==> config.mk <==
export PLATFORM = sky130hd
export DESIGN_NAME = keycode_event_queue_flat
export DESIGN_NICKNAME = d
export VERILOG_FILES = /design/src/rtl/keycode_event_queue_if.sv /design/src/rtl/keycode_event_queue.sv /design/src/flat_wrapper.sv
export SDC_FILE = /design/constraint.sdc
export NUM_CORES = 1
export LEC_CHECK = 0
export CAP_MARGIN = 10
export CORE_MARGIN = 1.5
export CORE_UTILIZATION = 40
export CTS_BUF_LIST = sky130_fd_sc_hd__clkbuf_8 sky130_fd_sc_hd__clkbuf_16
export DETAILED_ROUTE_END_ITERATION = 7
export SETUP_SLACK_MARGIN = 0.5
export SYNTH_ARGS = -nofsm -noshare
export SYNTH_HDL_FRONTEND = slang
export SYNTH_SLANG_ARGS = --single-unit
==> constraint.sdc <==
create_clock -name Clk -period 14.18 [get_ports Clk]
set_input_delay 2.836 -clock Clk [delete_from_list [all_inputs] [get_ports Clk]]
set_output_delay 2.836 -clock Clk [all_outputs]
set_load 0.02 [all_outputs]
==> src/rtl/keycode_event_queue_if.sv <==
// Event-queue port bundle: keyboard snapshot inputs, frame strobe, and the
// valid/ready event stream toward game logic.
interface keycode_event_queue_if #(
   parameter int NUM_KEYS = 6,
   parameter int KEY_W    = 8
);
   logic                      frame_clk;
   logic [NUM_KEYS*KEY_W-1:0] keycodes;
   logic                      repeat_en;
   logic                      ev_ready;
   logic                      ev_valid;
   logic [KEY_W-1:0]          ev_code;
   logic [1:0]                ev_type;
   logic                      overflow;
   logic                      overflow_clr;
   logic [3:0]                held_count;

   modport master (
      input  frame_clk, keycodes, repeat_en, ev_ready, overflow_clr,
      output ev_valid, ev_code, ev_type, overflow, held_count
   );

   modport slave (
      output frame_clk, keycodes, repeat_en, ev_ready, overflow_clr,
      input  ev_valid, ev_code, ev_type, overflow, held_count
   );
endinterface

==> src/rtl/keycode_event_queue.sv <==
// Per-frame keycode snapshot differ: emits press/release/repeat events into a
// show-ahead FIFO so game logic consumes discrete key events.
module keycode_event_queue #(
   parameter int NUM_KEYS     = 6,
   parameter int KEY_W        = 8,
   parameter int FIFO_DEPTH   = 8,
   parameter int REPEAT_DELAY = 30,
   parameter int REPEAT_RATE  = 6
) (
   input  logic                 Clk,
   input  logic                 Reset_n,
   keycode_event_queue_if.master bus
);
   localparam int KW    = NUM_KEYS * KEY_W;
   localparam int IDX_W = $clog2(NUM_KEYS + 1);
   localparam int AW    = $clog2(FIFO_DEPTH);
   localparam int CW    = AW + 1;
   localparam int RMAX  = (REPEAT_DELAY > REPEAT_RATE) ? REPEAT_DELAY : REPEAT_RATE;
   localparam int RC_W  = $clog2(RMAX + 1);
   localparam logic [IDX_W-1:0] LAST_IDX = IDX_W'(NUM_KEYS - 1);
   localparam logic [IDX_W-1:0] IDX_ONE  = IDX_W'(1'b1);
   localparam logic [KEY_W-1:0] ZERO_KEY = {KEY_W{1'b0}};
   localparam logic [KEY_W-1:0] ROLLOVER = KEY_W'(1'b1);
   localparam logic [1:0] EV_PRESS   = 2'b00;
   localparam logic [1:0] EV_RELEASE = 2'b01;
   localparam logic [1:0] EV_REPEAT  = 2'b10;

   typedef enum logic [2:0] {S_IDLE, S_REL, S_PRS, S_RPT, S_COMMIT} state_t;

   function automatic logic f_in_set(input logic [KEY_W-1:0] code, input logic [KW-1:0] set);
      logic hit;
      hit = 1'b0;
      for (int k = 0; k < NUM_KEYS; k++) hit = hit | (set[k*KEY_W +: KEY_W] == code);
      return hit;
   endfunction

   function automatic logic f_dup_below(input logic [KEY_W-1:0] code, input logic [KW-1:0] set,
                                        input logic [IDX_W-1:0] idx);
      logic hit;
      hit = 1'b0;
      for (int k = 0; k < NUM_KEYS; k++)
         hit = hit | ((IDX_W'(k) < idx) && (set[k*KEY_W +: KEY_W] == code));
      return hit;
   endfunction

   function automatic logic [3:0] f_count_nz(input logic [KW-1:0] set);
      logic [3:0] cnt;
      cnt = 4'd0;
      for (int k = 0; k < NUM_KEYS; k++) cnt = cnt + {3'b000, (set[k*KEY_W +: KEY_W] != ZERO_KEY)};
      return cnt;
   endfunction

   logic             r_rst_s1, r_rst_s2, w_rst_n;
   logic             r_fs1, r_fs2, r_fs3, w_tick, w_start, w_phantom, r_pending;
   state_t           r_state, w_state_nxt;
   logic [KW-1:0]    r_cur, r_prev;
   logic [IDX_W-1:0] r_idx;
   logic [KEY_W-1:0] r_rpt_code, w_prev_slot, w_cur_slot;
   logic [RC_W-1:0]  r_rpt_cnt;
   logic             r_rpt_ld, w_rpt_present, w_rpt_active;
   logic [3:0]       r_held;
   logic             w_push;
   logic [KEY_W-1:0] w_push_code;
   logic [1:0]       w_push_type;

   logic [KEY_W-1:0] r_mem_code [FIFO_DEPTH];
   logic [1:0]       r_mem_type [FIFO_DEPTH];
   logic [AW-1:0]    r_rd, r_wr, w_rd_nxt;
   logic [CW-1:0]    r_count, w_count_nxt;
   logic             w_pop, w_full, w_wr_en, w_drop;
   logic             r_valid, r_overflow;
   logic [KEY_W-1:0] r_head_code, w_head_code;
   logic [1:0]       r_head_type, w_head_type;

   // Reset asserts asynchronously and releases on a clock edge.
   always_ff @(posedge Clk or negedge Reset_n) begin
      if (!Reset_n) {r_rst_s2, r_rst_s1} <= 2'b00;
      else          {r_rst_s2, r_rst_s1} <= {r_rst_s1, 1'b1};
   end
   assign w_rst_n = r_rst_s2;

   // Bring VGA_VS into the Clk domain and keep one delayed copy for edge detect.
   always_ff @(posedge Clk or negedge w_rst_n) begin
      if (!w_rst_n) {r_fs3, r_fs2, r_fs1} <= 3'b000;
      else          {r_fs3, r_fs2, r_fs1} <= {r_fs2, r_fs1, bus.frame_clk};
   end

   assign w_tick        = r_fs2 & ~r_fs3;
   assign w_start       = (r_state == S_IDLE) & (w_tick | r_pending);
   assign w_phantom     = f_in_set(ROLLOVER, bus.keycodes);
   assign w_prev_slot   = r_prev[int'(r_idx)*KEY_W +: KEY_W];
   assign w_cur_slot    = r_cur[int'(r_idx)*KEY_W +: KEY_W];
   assign w_rpt_present = f_in_set(r_rpt_code, r_cur);
   assign w_rpt_active  = (r_rpt_code != ZERO_KEY) & w_rpt_present;

   // A tick arriving mid-scan is remembered once and served from IDLE.
   always_ff @(posedge Clk or negedge w_rst_n) begin
      if (!w_rst_n)                r_pending <= 1'b0;
      else if (r_state == S_IDLE)  r_pending <= 1'b0;
      else if (w_tick)             r_pending <= 1'b1;
      else                         r_pending <= r_pending;
   end

   // FSM state register.
   always_ff @(posedge Clk or negedge w_rst_n) begin
      if (!w_rst_n) r_state <= S_IDLE;
      else          r_state <= w_state_nxt;
   end

   // FSM next-state: a snapshot holding the rollover code never starts a scan.
   always_comb begin
      w_state_nxt = r_state;
      case (r_state)
         S_IDLE:   if (w_start && !w_phantom) w_state_nxt = S_REL; else w_state_nxt = S_IDLE;
         S_REL:    if (r_idx == LAST_IDX) w_state_nxt = S_PRS; else w_state_nxt = S_REL;
         S_PRS:    if (r_idx == LAST_IDX) w_state_nxt = S_RPT; else w_state_nxt = S_PRS;
         S_RPT:    w_state_nxt = S_COMMIT;
         S_COMMIT: w_state_nxt = S_IDLE;
         default:  w_state_nxt = S_IDLE;
      endcase
   end

   // FSM outputs: at most one event push per cycle.
   always_comb begin
      w_push      = 1'b0;
      w_push_code = ZERO_KEY;
      w_push_type = EV_PRESS;
      case (r_state)
         S_REL:
            if (w_prev_slot != ZERO_KEY && !f_in_set(w_prev_slot, r_cur) &&
                !f_dup_below(w_prev_slot, r_prev, r_idx)) begin
               w_push = 1'b1; w_push_code = w_prev_slot; w_push_type = EV_RELEASE;
            end else w_push = 1'b0;
         S_PRS:
            if (w_cur_slot != ZERO_KEY && !f_in_set(w_cur_slot, r_prev) &&
                !f_dup_below(w_cur_slot, r_cur, r_idx)) begin
               w_push = 1'b1; w_push_code = w_cur_slot; w_push_type = EV_PRESS;
            end else w_push = 1'b0;
         S_RPT:
            if (w_rpt_active && !r_rpt_ld && bus.repeat_en && r_rpt_cnt == RC_W'(1'b1)) begin
               w_push = 1'b1; w_push_code = r_rpt_code; w_push_type = EV_REPEAT;
            end else w_push = 1'b0;
         default: w_push = 1'b0;
      endcase
   end

   // Scan datapath: snapshot, slot index, typematic state, committed snapshot.
   always_ff @(posedge Clk or negedge w_rst_n) begin
      if (!w_rst_n) begin
         r_cur <= {KW{1'b0}}; r_prev <= {KW{1'b0}}; r_idx <= {IDX_W{1'b0}};
         r_rpt_code <= ZERO_KEY; r_rpt_cnt <= {RC_W{1'b0}}; r_rpt_ld <= 1'b0; r_held <= 4'd0;
      end else begin
         case (r_state)
            S_IDLE:
               if (w_start) begin
                  r_cur <= bus.keycodes; r_idx <= {IDX_W{1'b0}}; r_rpt_ld <= 1'b0;
               end
            S_REL: r_idx <= (r_idx == LAST_IDX) ? {IDX_W{1'b0}} : r_idx + IDX_ONE;
            S_PRS: begin
               r_idx <= (r_idx == LAST_IDX) ? {IDX_W{1'b0}} : r_idx + IDX_ONE;
               if (w_push) begin
                  r_rpt_code <= w_push_code; r_rpt_cnt <= RC_W'(REPEAT_DELAY); r_rpt_ld <= 1'b1;
               end
            end
            S_RPT:
               if (r_rpt_code != ZERO_KEY && !w_rpt_present) r_rpt_code <= ZERO_KEY;
               else if (w_rpt_active && !r_rpt_ld && bus.repeat_en)
                  r_rpt_cnt <= (r_rpt_cnt == RC_W'(1'b1)) ? RC_W'(REPEAT_RATE) : r_rpt_cnt - RC_W'(1'b1);
            S_COMMIT: begin
               r_prev <= r_cur; r_held <= f_count_nz(r_cur);
            end
            default: r_idx <= {IDX_W{1'b0}};
         endcase
      end
   end

   assign w_pop       = r_valid & bus.ev_ready;
   assign w_full      = (r_count == CW'(FIFO_DEPTH));
   assign w_wr_en     = w_push & (~w_full | w_pop);
   assign w_drop      = w_push & w_full & ~w_pop;
   assign w_count_nxt = r_count + CW'(w_wr_en) - CW'(w_pop);
   assign w_rd_nxt    = r_rd + AW'(w_pop);

   // Next head: bypass the entry being written this cycle if it becomes the head.
   always_comb begin
      w_head_code = ZERO_KEY;
      w_head_type = 2'b00;
      if (w_count_nxt == {CW{1'b0}}) begin
         w_head_code = ZERO_KEY; w_head_type = 2'b00;
      end else if (w_wr_en && r_wr == w_rd_nxt) begin
         w_head_code = w_push_code; w_head_type = w_push_type;
      end else begin
         w_head_code = r_mem_code[w_rd_nxt]; w_head_type = r_mem_type[w_rd_nxt];
      end
   end

   // Event FIFO storage, pointers and registered show-ahead head.
   always_ff @(posedge Clk or negedge w_rst_n) begin
      if (!w_rst_n) begin
         for (int k = 0; k < FIFO_DEPTH; k++) begin
            r_mem_code[k] <= ZERO_KEY; r_mem_type[k] <= 2'b00;
         end
         r_rd <= {AW{1'b0}}; r_wr <= {AW{1'b0}}; r_count <= {CW{1'b0}};
         r_valid <= 1'b0; r_head_code <= ZERO_KEY; r_head_type <= 2'b00;
      end else begin
         if (w_wr_en) begin
            r_mem_code[r_wr] <= w_push_code; r_mem_type[r_wr] <= w_push_type;
            r_wr <= r_wr + AW'(1'b1);
         end
         r_rd        <= w_rd_nxt;
         r_count     <= w_count_nxt;
         r_valid     <= (w_count_nxt != {CW{1'b0}});
         r_head_code <= w_head_code;
         r_head_type <= w_head_type;
      end
   end

   // Sticky overflow; a drop wins over a simultaneous clear.
   always_ff @(posedge Clk or negedge w_rst_n) begin
      if (!w_rst_n)              r_overflow <= 1'b0;
      else if (w_drop)           r_overflow <= 1'b1;
      else if (bus.overflow_clr) r_overflow <= 1'b0;
      else                       r_overflow <= r_overflow;
   end

   assign bus.ev_valid   = r_valid;
   assign bus.ev_code    = r_head_code;
   assign bus.ev_type    = r_head_type;
   assign bus.overflow   = r_overflow;
   assign bus.held_count = r_held;
endmodule
==> src/flat_wrapper.sv <==
// flat-port wrapper written by rule: the top's interface ports become plain ports
module keycode_event_queue_flat 
#(
   parameter int NUM_KEYS     = 6,
   parameter int KEY_W        = 8,
   parameter int FIFO_DEPTH   = 8,
   parameter int REPEAT_DELAY = 30,
   parameter int REPEAT_RATE  = 6
)
  (Clk, Reset_n, bus_frame_clk, bus_keycodes, bus_repeat_en, bus_ev_ready, bus_overflow_clr, bus_ev_valid, bus_ev_code, bus_ev_type, bus_overflow, bus_held_count);
  keycode_event_queue_if #(.NUM_KEYS(NUM_KEYS), .KEY_W(KEY_W)) bus_i ();
  input  logic Clk;
  input  logic Reset_n;
  input wire logic [$bits(bus_i.frame_clk)-1:0] bus_frame_clk;
  input wire logic [$bits(bus_i.keycodes)-1:0] bus_keycodes;
  input wire logic [$bits(bus_i.repeat_en)-1:0] bus_repeat_en;
  input wire logic [$bits(bus_i.ev_ready)-1:0] bus_ev_ready;
  input wire logic [$bits(bus_i.overflow_clr)-1:0] bus_overflow_clr;
  output wire logic [$bits(bus_i.ev_valid)-1:0] bus_ev_valid;
  output wire logic [$bits(bus_i.ev_code)-1:0] bus_ev_code;
  output wire logic [$bits(bus_i.ev_type)-1:0] bus_ev_type;
  output wire logic [$bits(bus_i.overflow)-1:0] bus_overflow;
  output wire logic [$bits(bus_i.held_count)-1:0] bus_held_count;
  assign bus_i.frame_clk = bus_frame_clk;
  assign bus_i.keycodes = bus_keycodes;
  assign bus_i.repeat_en = bus_repeat_en;
  assign bus_i.ev_ready = bus_ev_ready;
  assign bus_i.overflow_clr = bus_overflow_clr;
  assign bus_ev_valid = bus_i.ev_valid;
  assign bus_ev_code = bus_i.ev_code;
  assign bus_ev_type = bus_i.ev_type;
  assign bus_overflow = bus_i.overflow;
  assign bus_held_count = bus_i.held_count;
  keycode_event_queue #(.NUM_KEYS(NUM_KEYS), .KEY_W(KEY_W), .FIFO_DEPTH(FIFO_DEPTH), .REPEAT_DELAY(REPEAT_DELAY), .REPEAT_RATE(REPEAT_RATE)) u_core (.Clk(Clk), .Reset_n(Reset_n), .bus(bus_i));
endmodule
## After elaboration in Yosys (flattened, before gate mapping)

Index checks and enable logic that the tools add are counted.

| word-level totals | value |
|---|---|
| register bits | 228 |
| input port bits | 54 |
| output and inout bits | 16 |
| logic and storage cells | 255 |

| operators by class | value |
|---|---|
| add/sub/neg operators | 11 |
| $lt $le $gt $ge | 9 |
| eq/ne operators | 49 |
| shifts and indexed selects | 2 |
| multiplexer cells | 49 |
| bitwise gates (word level) | 45 |
| reductions and logical operators | 53 |

Operator list:

| operator | number |
|---|---|
| 8-bit equality test | 30 |
| 48-bit by 7-bit indexed part select with 8-bit output | 2 |
| 8-bit 2-to-1 mux | 10 |
| 8-bit nonzero test | 9 |
| 64-bit bitwise mux | 1 |
| 8-bit by 1-bit equality test with 1-bit output, second input constant | 6 |
| 1-bit OR | 32 |
| 8-bit binary-select mux with 3-bit select | 1 |
| 8-bit demux with 3-bit select | 1 |
| 8-bit case mux with 3 select lines | 1 |
| 1-bit logical AND | 23 |
| 4-bit by 1-bit adder with 4-bit output | 5 |
| 5-bit 2-to-1 mux | 4 |
| 16-bit bitwise mux | 1 |
| 8-bit case mux with 2 select lines | 1 |
| 2-bit 2-to-1 mux | 7 |
| 1-bit 2-to-1 mux | 12 |
| 3-bit case mux with 4 select lines | 1 |
| 5-bit case mux with 2 select lines | 1 |
| 3-bit case mux with 3 select lines | 1 |
| 4-bit >= comparator, second input constant | 2 |
| 2-bit by 1-bit != test with 1-bit output, second input constant | 4 |
| 3-bit NOT with 4-bit output | 2 |
| 2-bit nonzero test | 4 |
| other kinds (32) | 57 |

## Depth between registers and ports, before layout

| logic depth | value |
|---|---|
| word-level depth | 17 |
| gate-level depth with buffers | 21 |
| gate-level depth less buffers | 16 |

## Worst setup path after synthesis

No wires, ideal clock.

| path | value |
|---|---|
| kind | input to register |
| start point | input bus_repeat_en |
| end point | register u_core.r_head_code[1] (netlist: u_core.bus.ev_code[1]) |
| library setup time | 0.120 ns |
| arrival time | 5.323 ns |
| data required time | 14.060 ns |
| setup slack | 8.736 ns |
| stages | 12 |
| buffers on the path | 1 |
| path through | nor4bb_1 -> nor2b_1 -> o31ai_4 -> buf_6 -> inv_1 -> ha_1 -> inv_1 -> fa_1 -> inv_1 -> nor4_1 -> inv_1 -> o211a_1 |

| between the ends | value |
|---|---|
| cells in the longest elaborated chain, start to end | 9 |
| elaborated cells between the ends (all ways) | 13 |
| those cells by class | add/sub: 2; mux: 6; bitwise: 1; reduce/logical: 4 |

RTL lines:

| what | line | text |
|---|---|---|
| start, declared | flat_wrapper.sv:16 | `input wire logic [$bits(bus_i.repeat_en)-1:0] bus_repeat_en;` |
| 1-bit logical AND (2 in a row) | keycode_event_queue.sv:140 | `if (w_rpt_active && !r_rpt_ld && bus.repeat_en && r_rpt_cnt == RC_W'(1'b1)) begin` |
| 1-bit 2-to-1 mux | keycode_event_queue.sv:140 |  |
| 1-bit case mux with 3 select lines | keycode_event_queue.sv:128 | `case (r_state)` |
| 1-bit bitwise AND | keycode_event_queue.sv:179 | `assign w_wr_en = w_push & (~w_full \| w_pop);` |
| net u_core.w_wr_en | keycode_event_queue.sv:70 | `logic w_pop, w_full, w_wr_en, w_drop;` |
| 4-bit by 1-bit adder with 4-bit output | keycode_event_queue.sv:181 | `assign w_count_nxt = r_count + CW'(w_wr_en) - CW'(w_pop);` |
| 4-bit by 1-bit subtractor with 4-bit output | keycode_event_queue.sv:181 |  |
| net u_core.w_count_nxt[1] | keycode_event_queue.sv:69 | `logic [CW-1:0] r_count, w_count_nxt;` |
| 4-bit logical NOT | keycode_event_queue.sv:188 | `if (w_count_nxt == {CW{1'b0}}) begin` |
| 8-bit 2-to-1 mux | keycode_event_queue.sv:188 |  |
| net u_core.w_head_code[1] | keycode_event_queue.sv:72 | `logic [KEY_W-1:0] r_head_code, w_head_code;` |
| end signal, assigned | keycode_event_queue.sv:213 | `r_head_code <= w_head_code;` |
| end, declared | keycode_event_queue.sv:72 |  |

The timed path passes the listed nets, and every way through them passes these cells.
A chain may end at the register's enable or synchronous reset.

## Worst setup path in the final report

| path | value |
|---|---|
| start point | register u_core.r_idx[0] |
| end point | register u_core.r_head_code[2] (netlist: u_core.bus.ev_code[2]) |

| between the ends | value |
|---|---|
| cells in the longest elaborated chain, start to end | 17 |
| elaborated cells between the ends (all ways) | 87 |
| those cells by class | add/sub: 2; order compare: 6; eq/ne: 24; shift: 2; mux: 8; bitwise: 21; reduce/logical: 24 |

RTL lines:

| what | line | text |
|---|---|---|
| start, declared | keycode_event_queue.sv:57 | `logic [IDX_W-1:0] r_idx;` |
| start signal, assigned | keycode_event_queue.sv:150 | `r_cur <= {KW{1'b0}}; r_prev <= {KW{1'b0}}; r_idx <= {IDX_W{1'b0}};` |
| start signal, assigned | keycode_event_queue.sv:158 | `S_REL: r_idx <= (r_idx == LAST_IDX) ? {IDX_W{1'b0}} : r_idx + IDX_ONE;` |
| start signal, assigned | keycode_event_queue.sv:160 | `r_idx <= (r_idx == LAST_IDX) ? {IDX_W{1'b0}} : r_idx + IDX_ONE;` |
| 48-bit by 7-bit indexed part select with 8-bit output, on equally long branches | keycode_event_queue.sv:92, keycode_event_queue.sv:91 |  |
| 8-bit equality test, on equally long branches | keycode_event_queue.sv:33, keycode_event_queue.sv:42 |  |
| 1-bit OR / 1-bit logical AND (equally long branches) | keycode_event_queue.sv:33, keycode_event_queue.sv:42 |  |
| 1-bit OR, on equally long branches (4 in a row) | keycode_event_queue.sv:33, keycode_event_queue.sv:42 |  |
| 1-bit logical NOT, or another cell as far along | keycode_event_queue.sv:135 | `if (w_cur_slot != ZERO_KEY && !f_in_set(w_cur_slot, r_prev) &&` |
| 1-bit logical AND, or another cell as far along | keycode_event_queue.sv:135 |  |
| 1-bit logical AND, on equally long branches | keycode_event_queue.sv:135, keycode_event_queue.sv:130 |  |
| 1-bit 2-to-1 mux, on equally long branches | keycode_event_queue.sv:135, keycode_event_queue.sv:130 |  |
| 1-bit case mux with 3 select lines (*) | keycode_event_queue.sv:128 |  |
| 1-bit bitwise AND (*) | keycode_event_queue.sv:179 |  |
| net u_core.w_wr_en | keycode_event_queue.sv:70 |  |
| 4-bit by 1-bit adder with 4-bit output (*) | keycode_event_queue.sv:181 |  |
| 4-bit by 1-bit subtractor with 4-bit output (*) | keycode_event_queue.sv:181 |  |
| net u_core.w_count_nxt[3] | keycode_event_queue.sv:69 |  |
| 4-bit logical NOT (*) | keycode_event_queue.sv:188 |  |
| 8-bit 2-to-1 mux (*) | keycode_event_queue.sv:188 |  |
| net u_core.w_head_code[2] | keycode_event_queue.sv:72 |  |

Mark *: on every way through the listed nets, which the timed path passes. The rest lies on a longest branch.

==> impl_metrics.yaml <==
routing:
  num_vias: 11000
  drc_errors: 4
  dr.pass1.iters: 7
  routed_wl_mm: 47.2
  ant_nets: 0
  wl_per_cell_microns: 25.8
  drt-initial-drc-count: 957
  detail_route.vias_per_cell: 6.00
setup_path:
  setup.worst_path.class: "flop to flop"
  critPathCaptureType: "flop"
  crit_path_max_fanout: 56
  cp-start-kind: "flop"
  arrival_ns: 6.68
  cp_data_required_time_ns: 14.62
grt:
  grt_overflow: 0
  grt_pass1_vias: 11100
  grt_use_total: 0.253
  grt_max_degree: 156
  antenna_found_initial: 0
  grt_pass1_wl_mm: 71.6
cts:
  cts_buffer_depth: 3
  cts_inserted_buffers: 27
  h-tree-depth: 1
  cts_setup_buffers: 0
  cts_resized: 0
  cts_num_sinks: 227
  clk_latency_ns: 0.58
  cts_root_buf: "clkbuf_16"
  ctsHoldBuffers: 0
  tritoncts: "built"
  cts.reportedPaths.clkPinSlew_ns: 0.06
outcome:
  violations: "DRC"
  outcome: "finished with violations"
yosys:
  yosysUniqueCellTypes: 80
  yosys_register_bits: 227
  yosysSeqAreaShare: 0.392
  syn_avg_cell_area_sq_um: 10.8
  async_flop_share: 1.00
  yosysTopAreaCellShare: 0.392
  synth_edf_count: 0
  synth_top_area_cell: "dfrtp_1"
  synthFlopType: "dfrtp_1"
  synth.net_count: 1410
  yosysWarnings: 0
  synth_most_common_cell: "dfrtp_1"
  synth.area.top_cells: "dfrtp_1 39%, mux2_2 9.8%, xnor2_1 8.0%"
  synthCells: 1340
  synthTopCellsByCount: "227 x dfrtp_1, 133 x xnor2_1, 126 x mux2_2"
  syn_area_sq_mm: 0.0145
timing:
  slew_headroom: 0.106
  tns_ns: 0
  tightest_slew_ns: 1.34
  rsz0062_at_grt: "no"
  hold_ws_ns: 0.351
  final-setup-viol-count: 0
  fin_ws_ns: 7.93
  finalHoldViolCount: 0
  fmax_mhz: 160
  layout_min_cycle_time_ns: 6.25
  clock_skew_ns: 0.0273
  min_period_over_period: 0.440
  drv_slew: 0
layout:
  layout-drive-gt1-share: 0.199
  fillers: 3323
  area_delta_synth_final_pct: 12.5
  finish.net_count: 1415
  seq_area_sq_mm: 0.00569
  multiInputGateArea_sq_mm: 0.00798
  stdcell_count: 1827
  n_antenna_cell: 0
  final_area_sq_mm: 0.0163
placement:
  dpl.hpwl_mm: 33.4
  dp.cells: 1777
  placed_area_sq_mm: 0.0154
  port_buffers: 68
  gp_congestion: 1.00
  dpl_worst_slack_ns: 7.99
floorplan:
  std_cell_rows: 69
  io_pins: 70
  die_h_microns: 193
  die_w_microns: 193
  die-area_sq_mm: 0.0374
  floorplan.initialDensity: 0.406
  core_sq_mm: 0.0357
power:
  powerDensity_mw_per_mm2: 287
  ir_worst_vdd_uv: 106
  cellLeakagePower_nw: 7.02
run:
  max_cap_viol_count: 0
hold_path:
  hold_class: "flop to flop"
[stage by stage]
step | utilization | total power [W]
finish | 0.457 | 0.00468
global route | 0.457 | 0.00494
floorplan | - | 0.00319
detailed placement | 0.432 | 0.00394
CTS | 0.457 | 0.00466
global placement | 0.432 | 0.00392
[flip-flops by register name, indices dropped and copies added, names as in the netlist, 2 cells and up]
name,count
u_core.r_idx,3
u_core.bus.held_count,3
u_core.r_prev,48
u_core.r_mem_type,16
u_core.r_rpt_code,8
u_core.r_state,3
u_core.r_rpt_cnt,5
u_core.bus.ev_type,2
u_core.r_mem_code,64
u_core.r_cur,48
u_core.r_rd,3
u_core.r_count,4
u_core.r_wr,3
u_core.bus.ev_code,8
[final cells by class]
| type | instances | share of cell area |
|---|---|---|
| tap | 461 | 0.0354 |
| sequential | 227 | 0.349 |
| clock inverter | 19 | 0.0101 |
| clock buffer | 31 | 0.0448 |
| multi-input combinational | 930 | 0.490 |
| timing repair buffer | 102 | 0.0582 |
| inverter | 57 | 0.0131 |
[critical path, stage by stage (launching register included)]
cell       delay, ns
dfrtp_2         0.34
buf_4           0.62
mux2_2          0.43
a222oi_1        1.08
xnor2_1         0.13
a2111oi_0       0.56
nand4_1         0.26
o2111ai_1       0.22
nor4_4          0.08
buf_4           0.24
o31ai_4         0.64
inv_1           0.10
ha_1            0.23
a21o_1          0.16
a21oi_1         0.18
xnor2_1         0.10
nor4_1          0.21
buf_4           0.19
inv_1           0.13
o211a_1         0.16
[cells by family after synthesis]
group / after synthesis / share of synthesized area
adder cells (fa/ha/maj): 16 / 0.0159
AO/OA/AOI/OAI: 197 / 0.0988
XOR/XNOR: 189 / 0.114
other: 2 / 0.000518
buffers and inverters: 183 / 0.0576
AND/OR/NAND/NOR: 283 / 0.114
flip-flops: 227 / 0.392
multiplexers: 243 / 0.208
[power by group]
| part | switching (W) | internal (W) |
|---|---|---|
| Combinational | 0.00144 | 0.00118 |
| Sequential | 0.000470 | 0.000890 |
| Clock | 0.000286 | 0.000407 |
[layer usage]
metal  wire length, microns  GRT usage  share of wire  vias to the layer above
li1                       -          -              -                     4830
met3                   3060     0.0352          0.065                      111
met5                      0          0              0                        -
met2                  21500      0.406           0.46                      439
met1                  20400      0.339           0.43                     5580
met4                   2260      0.120          0.048                        0
[final timing paths]
| kind | start | to | slack, ns | cells after the start |
|---|---|---|---|---|
| min reg2reg | u_core.r_rst_s1 | u_core.r_rst_s2 | 0.35 | 0 |
| min | u_core.r_rst_s1 | u_core.r_rst_s2 | 0.35 | 0 |
| max | u_core.r_idx[0] | u_core.bus.ev_code[2] | 7.93 | 19 |
| max reg2reg | u_core.r_idx[0] | u_core.bus.ev_code[2] | 7.93 | 19 |
| max in group asynchronous | Reset_n | u_core.r_rst_s2 | 11.61 | 1 |
| min in group asynchronous | u_core.r_rst_s2 | u_core.bus.held_count[1] | 0.48 | 0 |
[layout by cell type, fill, tap and decap left out, types with 22 or more instances in the layout]
master	count
o21ai_0	37
dfrtp_1	225
nor2_1	32
clkbuf_16	27
xnor2_1	133
a21oi_1	45
mux2_2	126
mux2_1	37
buf_4	33
nor4_1	42
clkdlybuf4s50_1	68
nand2_1	57
nand4_1	32
inv_1	61
mux2_4	22
xor2_1	56
mux2i_1	37
(Power assumes the default switching activity.)
